<file path="src/rtl/led_matrix_pwm.sv">
// led_matrix_pwm: row-scanned ROWS x COLS LED matrix driver with per-pixel PWM and a double-buffered frame store.
// Scan counters run one cycle ahead of the registered outputs, so each output register is loaded from the counters' current position.
module led_matrix_pwm #(
  parameter int ROWS         = 4,
  parameter int COLS         = 8,
  parameter int PWM_BITS     = 4,
  parameter int SLOT_CYCLES  = 64,
  parameter int BLANK_CYCLES = 16
) (
  input  logic                      clk12MHz,
  input  logic                      rst_n,
  input  logic                      wr_en,
  input  logic [$clog2(ROWS)-1:0]   wr_row,
  input  logic [COLS*PWM_BITS-1:0]  wr_data,
  input  logic                      swap_req,
  output logic                      swap_ack,
  output logic                      frame_start,
  output logic [COLS-1:0]           led_n,
  output logic [ROWS-1:0]           lcol_n
);
  localparam int RW    = $clog2(ROWS);
  localparam int DW    = COLS * PWM_BITS;
  localparam int NSLOT = 2**PWM_BITS - 1;
  localparam int CMAX  = BLANK_CYCLES > SLOT_CYCLES ? BLANK_CYCLES : SLOT_CYCLES;
  localparam int CW    = $clog2(CMAX + 1);

  typedef enum logic {BLANK, PWM} phase_t;

  phase_t                ph_q, ph_d;
  logic [RW-1:0]         row_q, row_d;
  logic [PWM_BITS-1:0]   slot_q, slot_d;
  logic [CW-1:0]         cnt_q, cnt_d;
  logic                  front_q;
  logic [DW-1:0]         mem_q [2][ROWS];
  logic [DW-1:0]         pix;
  logic                  last_cnt, last_slot, row_end, wr_ok;
  logic [COLS-1:0]       led_d;
  logic [ROWS-1:0]       lcol_d;
  logic                  fs_d, swap_d;

  always_comb begin
    pix       = mem_q[front_q][row_q];
    last_cnt  = ph_q == BLANK ? cnt_q == CW'(BLANK_CYCLES - 1) : cnt_q == CW'(SLOT_CYCLES - 1);
    last_slot = slot_q == PWM_BITS'(NSLOT - 1);
    row_end   = ph_q == PWM && last_cnt && last_slot;
    ph_d      = ph_q == BLANK ? (last_cnt ? PWM : BLANK) : (row_end ? BLANK : PWM);
    cnt_d     = last_cnt ? '0 : cnt_q + 1'b1;
    slot_d    = ph_q == BLANK ? '0 : (last_cnt ? slot_q + 1'b1 : slot_q);
    row_d     = row_end ? (row_q == RW'(ROWS - 1) ? '0 : row_q + 1'b1) : row_q;
    for (int c = 0; c < COLS; c++)
      led_d[c] = !(ph_q == PWM && pix[c*PWM_BITS +: PWM_BITS] > slot_q);
    lcol_d    = ph_q == PWM ? ~(ROWS'(1) << row_q) : '1;
    fs_d      = ph_q == BLANK && row_q == '0 && cnt_q == '0;
    // Only a frame boundary reached from row ROWS-1's PWM phase may swap; the first frame after reset never does.
    swap_d    = fs_d && swap_req && !lcol_n[ROWS-1];
    wr_ok     = wr_en && ({1'b0, wr_row} < (RW+1)'(ROWS));
  end

  always_ff @(posedge clk12MHz or negedge rst_n) begin
    if (!rst_n) begin
      ph_q        <= BLANK;
      row_q       <= '0;
      slot_q      <= '0;
      cnt_q       <= '0;
      front_q     <= 1'b0;
      led_n       <= '1;
      lcol_n      <= '1;
      frame_start <= 1'b0;
      swap_ack    <= 1'b0;
      for (int i = 0; i < ROWS; i++) begin
        mem_q[0][i] <= '0;
        mem_q[1][i] <= '0;
      end
    end else begin
      ph_q        <= ph_d;
      row_q       <= row_d;
      slot_q      <= slot_d;
      cnt_q       <= cnt_d;
      led_n       <= led_d;
      lcol_n      <= lcol_d;
      frame_start <= fs_d;
      swap_ack    <= swap_d;
      if (swap_d) front_q <= !front_q;
      if (wr_ok) mem_q[!front_q][wr_row] <= wr_data;
    end
  end
endmodule

</file>
<file path="config.mk">
export PLATFORM = sky130hd
export DESIGN_NAME = led_matrix_pwm
export DESIGN_NICKNAME = d
export VERILOG_FILES = /design/src/rtl/led_matrix_pwm.sv
export SDC_FILE = /design/constraint.sdc
export NUM_CORES = 1
export LEC_CHECK = 0
export CORE_ASPECT_RATIO = 1.4
export CORE_MARGIN = 2
export CORE_UTILIZATION = 49
export CTS_CLUSTER_SIZE = 24
export DETAILED_ROUTE_END_ITERATION = 12
export PLACE_DENSITY = 0.69
export SYNTH_ARGS = -nofsm -noshare
export SYNTH_HDL_FRONTEND = slang
export SYNTH_SLANG_ARGS = --single-unit
</file>
<file path="constraint.sdc">
create_clock -name clk12MHz -period 1.93 [get_ports clk12MHz]
set_input_delay 0.386 -clock clk12MHz [delete_from_list [all_inputs] [get_ports clk12MHz]]
set_output_delay 0.386 -clock clk12MHz [all_outputs]
set_load 0.005 [all_outputs]
</file>
==> summary.md, run 1 <==
| Metric | Value |
|---|---|
| Post-DP Area | `15000 µm²` |
| First-pass iteration count of the detailed router | `5` |
| Horiz. Die Dim | `144 µm` |
| Highest clock rate | `442 MHz` |
| Drt initial violations | `526` |
| Initial antenna violation count | `0` |
| Post-route insts no fill | `1431` |
| MaxCap Viol Count | `0` |
| Pin count of the biggest net entering global routing | `62` |
| Path type of the worst setup path | `reg2reg` |
| Period utilization | `117%` |
| Drt via density | `5.90` |
| Top-count cell post-synth | `dfrtp_1` |
| Nets | `1124` |
| # diodes | `0` |
| Top FF cell, synth | `dfrtp_1` |
| CORE AREA | `26900 µm²` |
| R2r setup slk | `-0.33 ns` |
| Number of global-route vias before repair | `8834` |
| Worst EP required | `2.37 ns` |
| Die Area | `28800 µm²` |
| Dpl cells | `1329` |
| Final Util | `66.5%` |
| Fraction of registers with async set/reset | `100%` |
| Gate Count Post-Synth | `905` |
| First-pass GRT wire length | `50800 µm` |
| Total CTS buffers | `28` |
| Post-Syn Area per Cell | `14.9 µm²` |
| Synth top area share | `50.7%` |
| Post-route ant nets | `0` |
| IO Port Bufs | `51` |
| Drt total wl | `36300 µm` |
| Ys Warns | `0` |
| Total global-route track usage | `23.1%` |
| Gp weighted congestion | `0.764` |
| Sw frac | `24.1%` |
| Clock slew at reported path FFs | `0.07 ns` |
| Share of total power in combinational logic | `21.5%` |
| Clock share of power | `34.2%` |
| Slew margin rel. | `68.8%` |
| Layout cells sized above 1 | `48.7%` |
| TritonCTS clock tree | `yes` |
| Yosys reg bits | `285` |
| Clock Skews | `0.0245 ns` |
| Sequential power share | `44.3%` |
| Synthesized cell area | `13500 µm²` |
| Worst-Skew Late Latency | `0.57 ns` |
| Area contributors post-synth | `dfrtp_1 (51%), mux2_2 (21%), mux4_2 (11%)` |
| GRT Residual Overflow | `0` |
| Final min period | `2.26 ns` |
| Hold crit path type | `in2async` |
| Library cells used by synthesis | `48` |
| Avg WL per Cell | `25.4 µm` |
| Unrepaired setup endpoints after global routing | `yes` |
| DRC | `0` |
| CP max FO | `8` |
| Root Driver | `clkbuf_16` |
| Failing checks | `setup timing` |
| Power density cells | `1010 nW/µm²` |
| Status | `finished, violations left` |
| FP Rows | `71` |
| Final Slew Violations | `0` |
| Startpoint Class | `register` |
| Post-synth top area cell | `dfrtp_1` |
| H-Tree Depth | `1` |
| Cell area after layout | `17900 µm²` |
| Crit-path cells | `buf_12, clkbuf_16, buf_6, nand2b_4, nor3b_4, buf_6, clkbuf_16, mux2_4` |
| Slew @ Worst Pin | `0.468 ns` |
| Maximum vdd drop | `0.643 mV` |
| Starting Density | `50.0%` |
| CTS Buffer Depth | `3` |
| Arr. time, crit path | `2.70 ns` |
| CP peak stage delay | `0.58 ns` |
| Final Hold Fails | `0` |
| Ports | `52` |
| PnR Total Power | `0.0180 W` |
| Total number of vias | `8448` |
| Setup violators final | `232` |
| Area Growth Syn to Fin | `33.0%` |
| Internal power | `0.0137 W` |
| CP endpoint kind | `register` |
| Sequential fraction of the synthesis area | `53.1%` |
| Leakage power | `8.26 nW` |
| CTS Sinks | `285` |
| Slowest CP cell | `dfrtp_4` |
| Worst setup margin | `-0.333 ns` |
| Syn Nets | `983` |
| Number of synthesized flops with an enable pin | `0` |
| Net Switching | `0.00435 W` |
| Synth top cells by count | `dfrtp_1 (273), mux2_2 (252), nand2_1 (90), mux4_2 (64), ha_1 (40)` |
| Die Span Y | `200 µm` |
| Final HPWL DP | `18600 µm` |
==> layout make-up <==
| cell class | count | area, µm² |
|---|---|---|
| clock inverters | 12 | 246 |
| clock buffers | 38 | 790 |
| flip-flops and latches | 285 | 7150 |
| fillers | 1780 | 9010 |
| multi-input cells | 553 | 6970 |
| repair buffers | 164 | 2240 |
| inverters | 14 | 52.6 |
| well taps | 365 | 457 |
==> cells by family after synthesis <==
kind of cell               synth area share, %
buffers and inverters                     2.72
and+or+nand+nor                           5.38
adders and majority gates                 3.72
DFF                                       53.1
xor gates and xnor gates                 0.130
muxes                                     32.9
AOI/OAI and AO/OA                         2.12
==> power groups by stage <==
stage / registers [W] / clock network, W / logic, W
final: 0.00799 / 0.00617 / 0.00388
after CTS: 0.00792 / 0.00625 / 0.00324
after floorplan: 0.00777 / 0 / 0.00220
after detailed placement: 0.00801 / 0 / 0.00298
after global placement: 0.00797 / 0 / 0.00288
after global routing: 0.00813 / 0.00647 / 0.00419
==> routing by layer <==
| metal | track usage [%] | routed length, µm | vias up |
|---|---|---|---|
| li1 | - | - | 3615 |
| met1 | 31.2 | 15200 | 4515 |
| met2 | 38.4 | 18100 | 249 |
| met3 | 2.92 | 1860 | 69 |
| met4 | 8.16 | 1110 | 0 |
| met5 | 0 | 0 | - |
==> critical path, delay by kind of cell, from the launching register on <==
family	cells	cell delay, ns
AND/OR/NAND/NOR	2	0.41
flip-flops	1	0.58
buffers and inverters	5	0.83
multiplexers	1	0.30
==> placed cells by master (no fill, tap or decap), types with 6 or more instances in the layout <==
master	synthesis	routed
dfrtp_1	273	271
clkdlybuf4s50_1	0	38
nor2b_1	9	8
ha_1	40	34
a21o_1	8	8
clkbuf_16	0	47
buf_6	6	14
buf_12	0	36
ha_4	0	6
inv_1	13	13
buf_4	10	39
mux2_2	252	36
nand4_1	10	10
nand2_1	90	85
dlygate4sd2_1	0	12
dfstp_2	12	12
bufinv_16	0	7
o211ai_1	7	7
a21oi_1	11	9
mux4_2	64	64
mux2_4	0	218
clkbuf_1	6	6
==> sequential cells by signal (all words and copies together) (netlist names) <==
name	flops
cnt_q	7
mem_q	256
row_q	2
lcol_n	4
swap_ack	1
slot_q	4
frame_start	1
ph_q	1
led_n	8
front_q	1
==> through the flow <==
stage,hold WS [ns],TNS (ns),worst slack (ns)
finish,0.307,-38.84,-0.333
floorplan,0.0904,-0.248,-0.0385
detailed placement,0.304,-34.25,-0.337
global route,0.339,-45.10,-0.374
CTS,0.303,-9.47,-0.265
global placement,0.300,-33.31,-0.277
==> repair_timing <==
item | in CTS | in global routing
cloned | 5 | 20
endpoints found under the setup margin | 117 | 160
gates resized for setup | 105 | 183
hold buffers | 1 | 0
endpoints found under the hold margin | 35 | 0
pin swaps | 3 | 12
setup buffers | 18 | 12
==> worst paths after layout <==
kind | start | end | cells after the start
max | front_q$_DFFE_PN0P_ | mem_q[95]$_DFFE_PN0P_ | 8
min | rst_n | mem_q[157]$_DFFE_PN0P_ | 2
max reg2reg | front_q$_DFFE_PN0P_ | mem_q[95]$_DFFE_PN0P_ | 8
min reg2reg | mem_q[29]$_DFFE_PN0P_ | mem_q[29]$_DFFE_PN0P_ | 1
max in group asynchronous | rst_n | led_n[3]$_DFF_PN1_ | 3
min in group clk12MHz | mem_q[29]$_DFFE_PN0P_ | mem_q[29]$_DFFE_PN0P_ | 1
(Power assumes the default switching activity.)
==> run 2, diff against run 1 <==
SLEW_MARGIN = 20   (was not set)
==> results of run 2 <==
Same layout as run 1: the final DEF is identical, and so are final timing and power.
==> run 3, diff against run 2 <==
SKIP_CTS_REPAIR_TIMING = 1   (was not set)
SKIP_LAST_GASP = 1   (was not set)
==> run 3 against run 2 <==
  * The flow still finishes with violations (setup timing)
  * Power fell by 2.2%
  * Hold slack improved by 0.0027 ns
  * Maximum frequency fell by 1.8%
  * Core utilization fell by 2.1 points
  * First-iteration DRC count fell by 10%
  * Die area did not move
  * Worst setup slack got worse by 0.042 ns
  * Wire length fell by 4.7%
  * Register-to-register slack got worse by 0.04 ns
  * Sequential power barely moved
  * Cell count fell by 0.56%
  * Flip-flop and latch count did not move
==> summary.md, run 3 (synthesized netlist as in run 1, its figures left out) <==
| Metric | Value |
|---|---|
| Setup violators final | `232` |
| Net Switching | `0.00423 W` |
| Starting Density | `50.0%` |
| Setup TNS | `-34.99 ns` |
| Total CTS buffers | `28` |
| Slew @ Worst Pin | `0.448 ns` |
| CP endpoint kind | `register` |
| R2r setup slk | `-0.37 ns` |
| Clock share of power | `34.9%` |
| Die Area | `28800 µm²` |
| Maximum vdd drop | `0.651 mV` |
| Worst setup margin | `-0.375 ns` |
| Commonest non-fill, non-tap cells in the layout | `dfrtp_1 (271), mux2_2 (154), mux2_4 (100)` |
| First-pass iteration count of the detailed router | `4` |
| Horiz. Die Dim | `144 µm` |
| Reg with most FFs | `mem_q` |
| Status | `finished, violations left` |
| Arr. time, crit path | `2.81 ns` |
| Total number of vias | `8293` |
| DRC | `0` |
| CTS Sinks | `285` |
| GRT Residual Overflow | `0` |
| Root Driver | `clkbuf_16` |
| FP Rows | `71` |
| Slew margin rel. | `70.1%` |
| MaxCap Viol Count | `0` |
| Slowest CP cell | `dfrtp_4` |
| CP max FO | `8` |
| Most common cell after layout, fill and taps aside | `dfrtp_1` |
| IO Port Bufs | `51` |
| Final Slew Violations | `0` |
| Drt total wl | `34600 µm` |
| Power density cells | `1020 nW/µm²` |
| Post-route ant nets | `0` |
| Layout cells sized above 1 | `48.4%` |
| Drt via density | `5.83` |
| Final HPWL DP | `18600 µm` |
| Post-place setup slack | `-0.337 ns` |
| Path type of the worst setup path | `reg2reg` |
| Sequential power share | `45.1%` |
| Area Growth Syn to Fin | `28.8%` |
| PnR Total Power | `0.0176 W` |
| Hold crit path type | `in2async` |
| TritonCTS clock tree | `yes` |
| Worst EP required | `2.43 ns` |
| Leakage power | `7.74 nW` |
| Drt initial violations | `471` |
| H-Tree Depth | `1` |
| Regs by FF count | `mem_q: 256 flops, led_n: 8 flops, cnt_q: 7 flops` |
| CORE AREA | `26900 µm²` |
| Final Hold Fails | `0` |
| Initial antenna violation count | `0` |
| Pin count of the biggest net entering global routing | `62` |
| Gp weighted congestion | `0.764` |
| Die Span Y | `200 µm` |
| Crit-path cells | `clkbuf_16, clkbuf_16, buf_4, mux4_2, nand2_1, nand2_1, ha_1, o211ai_1, a21o_1` |
| Internal power | `0.0134 W` |
| Avg WL per Cell | `24.3 µm` |
| Clock slew at reported path FFs | `0.08 ns` |
| Unrepaired setup endpoints after global routing | `yes` |
| Worst-Skew Late Latency | `0.57 ns` |
| Number of global-route vias before repair | `8563` |
| WP buf/inv | `3` |
| Final min period | `2.30 ns` |
| Number of flip-flops in the largest register | `256` |
| Largest delay contributor family on the critical path | `flip-flops` |
| Share of total power in combinational logic | `20.0%` |
| Highest clock rate | `434 MHz` |
| Failing checks | `setup timing` |
| R2R depth | `9` |
| # diodes | `0` |
| Nets | `1116` |
| Total global-route track usage | `21.4%` |
| First-pass GRT wire length | `47700 µm` |
| Period utilization | `119%` |
| RR Startpoint | `front_q$_DFFE_PN0P_` |
| CP peak stage delay | `0.52 ns` |
| Ports | `52` |
| CTS Buffer Depth | `3` |
| Sw frac | `24.0%` |
| R2R Path End | `led_n[4]$_DFF_PN1_` |
| Clock Skews | `0.0189 ns` |
| Startpoint Class | `register` |
-- run 3: area by class of cell --
| class | count | area [µm²] |
|---|---|---|
| Clock buffer | 38 | 790 |
| Clock inverter | 12 | 246 |
| Fill cell | 1873 | 9570 |
| Inverter | 14 | 52.6 |
| Multi-Input combinational cell | 553 | 6500 |
| Sequential cell | 285 | 7150 |
| Tap cell | 365 | 457 |
| Timing Repair Buffer | 156 | 2150 |
-- run 3: worst max path at each step --
| stage | startpoint | end | cells after the start |
|---|---|---|---|
| after floorplan | front_q$_DFFE_PN0P_ | led_n[3]$_DFF_PN1_ | 9 |
| after global placement | front_q$_DFFE_PN0P_ | led_n[2]$_DFF_PN1_ | 8 |
| after detailed placement | front_q$_DFFE_PN0P_ | led_n[4]$_DFF_PN1_ | 8 |
| after CTS | front_q$_DFFE_PN0P_ | led_n[4]$_DFF_PN1_ | 8 |
| after global routing | front_q$_DFFE_PN0P_ | led_n[3]$_DFF_PN1_ | 9 |
| final | front_q$_DFFE_PN0P_ | led_n[4]$_DFF_PN1_ | 9 |
-- run 3: per-stage QoR --
step | hold slack, ns | instances | cell area, µm² | util (%)
floorplan | 0.0904 | 905 | 13500 | -
global placement | 0.300 | 1329 | 15000 | 55.6
detailed placement | 0.304 | 1329 | 15000 | 55.6
CTS | -0.290 | 1379 | 16000 | 59.4
global route | 0.337 | 1423 | 17400 | 64.5
finish | 0.309 | 1423 | 17400 | 64.5
-- run 3: power groups by stage --
stage	Clock [W]	Sequential (W)	Combinational (W)
6_report	0.00615	0.00796	0.00353
5_1_grt	0.00648	0.00810	0.00384
4_1_cts	0.00625	0.00791	0.00300
3_5_place_dp	0	0.00801	0.00298
3_3_place_gp	0	0.00797	0.00288
2_1_floorplan	0	0.00777	0.00220
-- run 3: metal layers --
layer | global-route usage (%) | share of wire, %
met5 | 0 | 0
met4 | 6.44 | 3.1
met3 | 2.15 | 5.2
met2 | 36.3 | 51
met1 | 29.1 | 41
